<file path="src/rtl/l_stf_seq.sv">
// L-STF preamble sequencer: walks the 16-entry L-STF ROM N_REP times and streams the
// samples out on a valid/ready interface, optionally halving the leading sample.
module l_stf_seq #(
    parameter int unsigned N_REP     = 10,
    parameter bit          WINDOW_EN = 1'b1
) (
    input  logic        clk,
    input  logic        rstn,
    input  logic        start,
    input  logic        abort,
    output logic [3:0]  rom_addr,
    input  logic [31:0] rom_dout,
    output logic [31:0] sample_iq,
    output logic        sample_valid,
    input  logic        sample_ready,
    output logic        sample_last,
    output logic        busy,
    output logic        done
);

    localparam logic [1:0] IDLE  = 2'd0;
    localparam logic [1:0] RUN   = 2'd1;
    localparam logic [1:0] DRAIN = 2'd2;

    localparam logic [7:0] END = 8'(N_REP * 16 - 1);

    logic [1:0]  state;
    logic [7:0]  cnt;
    logic        do_load;
    logic [31:0] win_iq;
    logic [31:0] load_iq;

    assign rom_addr = cnt[3:0];

    // The first sample is loaded in the start cycle itself so it is valid one cycle later.
    assign do_load = (state == IDLE && start && !done) ||
                     (state == RUN && (!sample_valid || sample_ready));

    assign win_iq  = {16'($signed(rom_dout[31:16]) >>> 1),
                      16'($signed(rom_dout[15:0]) >>> 1)};
    assign load_iq = (WINDOW_EN && cnt == 8'd0) ? win_iq : rom_dout;

    always_ff @(posedge clk or negedge rstn) begin
        if (!rstn) begin
            state        <= IDLE;
            cnt          <= 8'd0;
            sample_iq    <= 32'd0;
            sample_valid <= 1'b0;
            sample_last  <= 1'b0;
            busy         <= 1'b0;
            done         <= 1'b0;
        end else begin
            done <= 1'b0;
            if (abort) begin
                if (state != IDLE) begin
                    state        <= IDLE;
                    cnt          <= 8'd0;
                    sample_valid <= 1'b0;
                    sample_last  <= 1'b0;
                    busy         <= 1'b0;
                end
            end else begin
                if (do_load) begin
                    sample_iq    <= load_iq;
                    sample_valid <= 1'b1;
                    sample_last  <= (cnt == END);
                    cnt          <= (cnt == END) ? 8'd0 : cnt + 8'd1;
                end
                case (state)
                    IDLE: begin
                        if (start && !done) begin
                            state <= RUN;
                            busy  <= 1'b1;
                        end
                    end
                    RUN: begin
                        if (do_load && cnt == END) state <= DRAIN;
                    end
                    DRAIN: begin
                        if (sample_ready) begin
                            sample_valid <= 1'b0;
                            sample_last  <= 1'b0;
                            busy         <= 1'b0;
                            done         <= 1'b1;
                            state        <= IDLE;
                        end
                    end
                    default: state <= IDLE;
                endcase
            end
        end
    end

endmodule
</file>
<file path="config.mk">
export PLATFORM = sky130hd
export DESIGN_NAME = l_stf_seq
export DESIGN_NICKNAME = d
export VERILOG_FILES = /design/src/rtl/l_stf_seq.sv
export SDC_FILE = /design/constraint.sdc
export NUM_CORES = 1
export LEC_CHECK = 0
export CORE_MARGIN = 1.5
export CORE_UTILIZATION = 45
export CTS_CLUSTER_SIZE = 12
export DETAILED_ROUTE_END_ITERATION = 10
export GPL_TIMING_DRIVEN = 0
export PLACE_DENSITY = 0.79
export RECOVER_POWER = 100
export REMOVE_ABC_BUFFERS = 1
export SYNTH_ARGS = -nofsm -noshare
export SYNTH_HDL_FRONTEND = slang
export SYNTH_SLANG_ARGS = --single-unit
export TNS_END_PERCENT = 10
</file>
<file path="constraint.sdc">
create_clock -name clk -period 3.7 [get_ports clk]
set_clock_uncertainty 0.2 [all_clocks]
set_input_delay 1.11 -clock clk [delete_from_list [all_inputs] [get_ports clk]]
set_output_delay 1.11 -clock clk [all_outputs]
set_load 0.03 [all_outputs]
</file>
==> summary by stage <==
Floorplan
The core region is 5070 um2. 77 I/O pins were placed. Measured along the y axis, the die boundary spans 75.4 um. For this configuration, the core starts out at a cell density of 0.465. The width of the die is 75.4 um. The floorplan has 26 rows. The die covers 5680 um2.

Worst setup path
The biggest fanout along the worst timing path is 37. Counting both buffers and inverters, the worst setup path holds a total of 1. The critical path is of the input pin to register type. At the worst endpoint, the required time is 3.70 ns.

In this run the critical register-to-register path is captured at sample_iq[2]. The cell family contributing the most delay on the critical path is simple AND/OR/NAND/NOR gates. The beginning of the critical path is start. Counting cells, the worst reg-to-reg path comes to 4. Among all stages on the critical path, the largest delay is contributed by sky130_fd_sc_hd__dlygate4sd3_1. The kind of launch point of the worst setup path is an input pin.

In this run the worst setup path terminates at cnt[5]. Traced cell by cell, the critical path runs through dlygate4sd3_1, nor2b_1, o211ai_4, or2_0, o41ai_2. The delay contributed by the slowest stage of the critical path is 0.54 ns. The kind of capture point of the worst setup path is a register. The arrival time at the worst endpoint is 3.12 ns. The worst register-to-register path begins at cnt[2]. In this run the number of cells on the critical path is 5. The worst setup slack for register-to-register paths is 1.22 ns.

Hold path
The type of the most critical hold path is register to register.

Pwr
Of the total power, the share spent switching nets is 0.384. Dividing total power by cell area gives a power density of 565 nW/um2. The part of the power in combinational logic is 0.456. Total power for the finished layout comes to 1.80 mW. In this run the static leakage power is 1.46 nW. The internal power is 1.11 mW. In this run the power spent charging and discharging nets is 0.692 mW. The share of total power dissipated in the clock network is 0.165. The maximum vdd ir drop is 398 uV. The share of total power dissipated in sequential elements is 0.379.

Drt
Summed over all layers, the routed wires come to 4620 um. In the routed layout, each cell is associated on average with a via count of 4.97. The initial DRC count is 79. The routed length on met2 is 2200 um. The remaining routing DRC violations is 0.

Dividing the detail-routed wire length by the instance count gives 12.7 um. For this block, the via count after detailed routing is 1815. The length of routed wiring on met1 is 2100 um. The highest routed metal layer is met4. The detail route stage leaves a number of antenna-violating nets equal to 0. The met3 wire length is 281 um. For this run, the detailed router's first-pass iteration total came to 4.

Clock network
The H-tree was split into 2 levels. The CTS sink count is 46. The clock passes through at most 2 buffers. Buffers inserted during clock tree synthesis total 5.

In this run, post-CTS repair resized a total of 0 instances. In this run the clock root is driven by a sky130_fd_sc_hd__clkbuf_8. For the worst-skew pair, the clock arrives at the later sink with an insertion delay of 0.29 ns. After clock tree synthesis, the flow added hold-fix buffers numbering 0.

The buffer count from post-CTS setup fixing is 0. TritonCTS built the clock tree. Clock-pin slew was measured on the worst setup and hold paths at 0.08 ns.

Placement
Detailed placement ended at an HPWL of 3440 um. Once placement completed, the tool counted placed cells totaling 359. Routability-driven placement finished with a final weighted congestion of 0.823.

The worst setup slack after placement is 0.393 ns. During placement, the flow inserted port buffers numbering 76. Summing all placed instances gives a cell area of 3120 um2.

Synth
The share of Yosys cell area claimed by the top area cell type is 0.488. In the post-synthesis netlist, the biggest area contributors are sky130_fd_sc_hd__dfrtp_1 (49%), sky130_fd_sc_hd__mux2i_1 (13%), sky130_fd_sc_hd__nand2_1 (7.3%), sky130_fd_sc_hd__o21ai_1 (6.4%), sky130_fd_sc_hd__buf_4 (2.5%). The share of the yosys chip area belonging to registers is 0.488. sky130_fd_sc_hd__dfrtp_1 takes more of the synthesized area than any other cell. The largest family of logic cells by synthesized area is simple AND/OR/NAND/NOR gates. Counting flops and latches in the post-synthesis netlist gives 46. The commonest cells after synthesis are sky130_fd_sc_hd__dfrtp_1 (46), sky130_fd_sc_hd__nand2_1 (46), sky130_fd_sc_hd__mux2i_1 (30), sky130_fd_sc_hd__o21ai_1 (30), sky130_fd_sc_hd__o21ai_0 (9). During synthesis, Yosys emitted a total of 0 warnings. After synthesis, the share of cell area in mux cells is 0.137. The adder-cell share of the synthesized area is 0.0106. In this run the mean area of a mapped cell was 10.3 um2. Counting every instance in the synthesized netlist gives 229. Of the total synthesized cell area, the portion taken by XOR and XNOR cells is 0.0111. Of all flip-flops after synthesis, the portion carrying an async set or reset was 1.00.

After synthesis the cells add up to 2360 um2. The complex-gate fraction of the synthesized area is 0.137. The synthesized netlist contains 44 unique library cells. The most instantiated flip-flop cell in the synthesis netlist is sky130_fd_sc_hd__dfrtp_1. Yosys mapped a number of flops with a built-in enable equal to 0.

The simple logic cell fraction of the synthesized area is 0.153.

Layout
The number of nets in the final layout is 335. The relative area change from synthesis to final layout is 35.2%. The number of inserted diodes is 0. The share of final-layout standard cells stronger than drive strength 1 is 0.0644. The utilization after layout is 0.628. The final cell count without fillers is 365. The post-route cell area is 3190 um2.

Timing
Setup slack on the critical path of the routed design comes to 0.573 ns. The final hold slack is 0.276 ns. The final count of pins violating max slew is 0. Setup repair after global routing left no endpoint under its margin.

The transition time of the tightest slew-check pin is 1.05 ns. The number of endpoints failing setup at the final stage is 0. The ratio of final minimum period to clock period is 0.845.

The post-route setup TNS is 0 ns. The worst relative slew slack is 0.298. The smallest clock period supported by the final layout is computed as 3.13 ns. For this run, the top clock speed supported by timing is 0.320 GHz. The final count of hold timing violations is 0.

Global route
The overall global routing resource usage is 0.181. The total overflow left after global routing is 0. The first global-routing pass estimated 7910 um of wire. The initial antenna violation count came to 0. The maximum number of pins on one net before global-route repair is 38. The via count of the first global-routing pass is 1798.

Outcome
The flow ran to the end, and the final reports show no timing, DRC or antenna violations.

Job
Max-cap violations in this run came to 0.
[cell families (layout without fill, tap and decap cells)]
kind of cell               Yosys count  in the layout
buffers and inverters               22             88
muxes                               32             32
xor gates and xnor gates             3              3
adders and majority gates            2              2
AOI/OAI and AO/OA                   51             51
and+or+nand+nor                     73             73
DFF                                 46             46
[power groups by stage]
stage          combinational (mW)  clock (mW)  sequential, mW
5_1_grt                     0.896       0.324           0.700
4_1_cts                     0.892       0.309           0.691
3_5_place_dp                0.890           0           0.700
2_1_floorplan               0.310           0           0.922
6_report                    0.821       0.298           0.683
3_3_place_gp                0.871           0           0.697
[state kept, by name, summed over array words and instances (netlist names)]
name          flops
state             2
sample_iq        32
sample_valid      1
cnt               8
done              1
sample_last       1
busy              1
[routing by layer]
metal	up-vias	track usage
met5	-	0
met4	0	0.0476
met3	5	0.0450
met2	46	0.305
met1	841	0.235
li1	923	-
[worst register-to-register path, delay by kind of cell (launching register included)]
family / cells / cell delay, ns
and+or+nand+nor: 2 / 1.10
AOI/OAI and AO/OA: 1 / 0.10
DFF: 1 / 0.49
muxes: 1 / 0.43
[cell type report]
cell class	count	area [um2]
timing repair buffer	78	802
clock buffer	6	82.6
tap	70	87.6
inverter	4	15.0
fill	455	1890
sequential	46	1150
multi-input combinational	161	1050
[worst min path at each step]
stage	startpoint	end	slack (ns)	cells past startpoint
global route	sample_iq[5]	sample_iq[5]	0.30	2
CTS	sample_iq[7]	sample_iq[7]	0.29	2
global placement	sample_iq[13]	sample_iq[13]	0.27	2
floorplan	cnt[5]	cnt[5]	0.30	1
finish	sample_iq[7]	sample_iq[7]	0.28	2
detailed placement	sample_iq[7]	sample_iq[7]	0.27	2
[placed cells by master (no fill, tap or decap), types with 3 or more instances in the layout]
cell type / count
sky130_fd_sc_hd__nand2_1: 46
sky130_fd_sc_hd__dfrtp_1: 46
sky130_fd_sc_hd__dlygate4sd3_1: 42
sky130_fd_sc_hd__o21ai_0: 37
sky130_fd_sc_hd__clkdlybuf4s50_1: 33
sky130_fd_sc_hd__mux2i_1: 30
sky130_fd_sc_hd__nor2_1: 6
sky130_fd_sc_hd__clkbuf_8: 6
sky130_fd_sc_hd__inv_1: 4
sky130_fd_sc_hd__nand2b_1: 3
No activity file was read; power rests on OpenSTA's default activity.
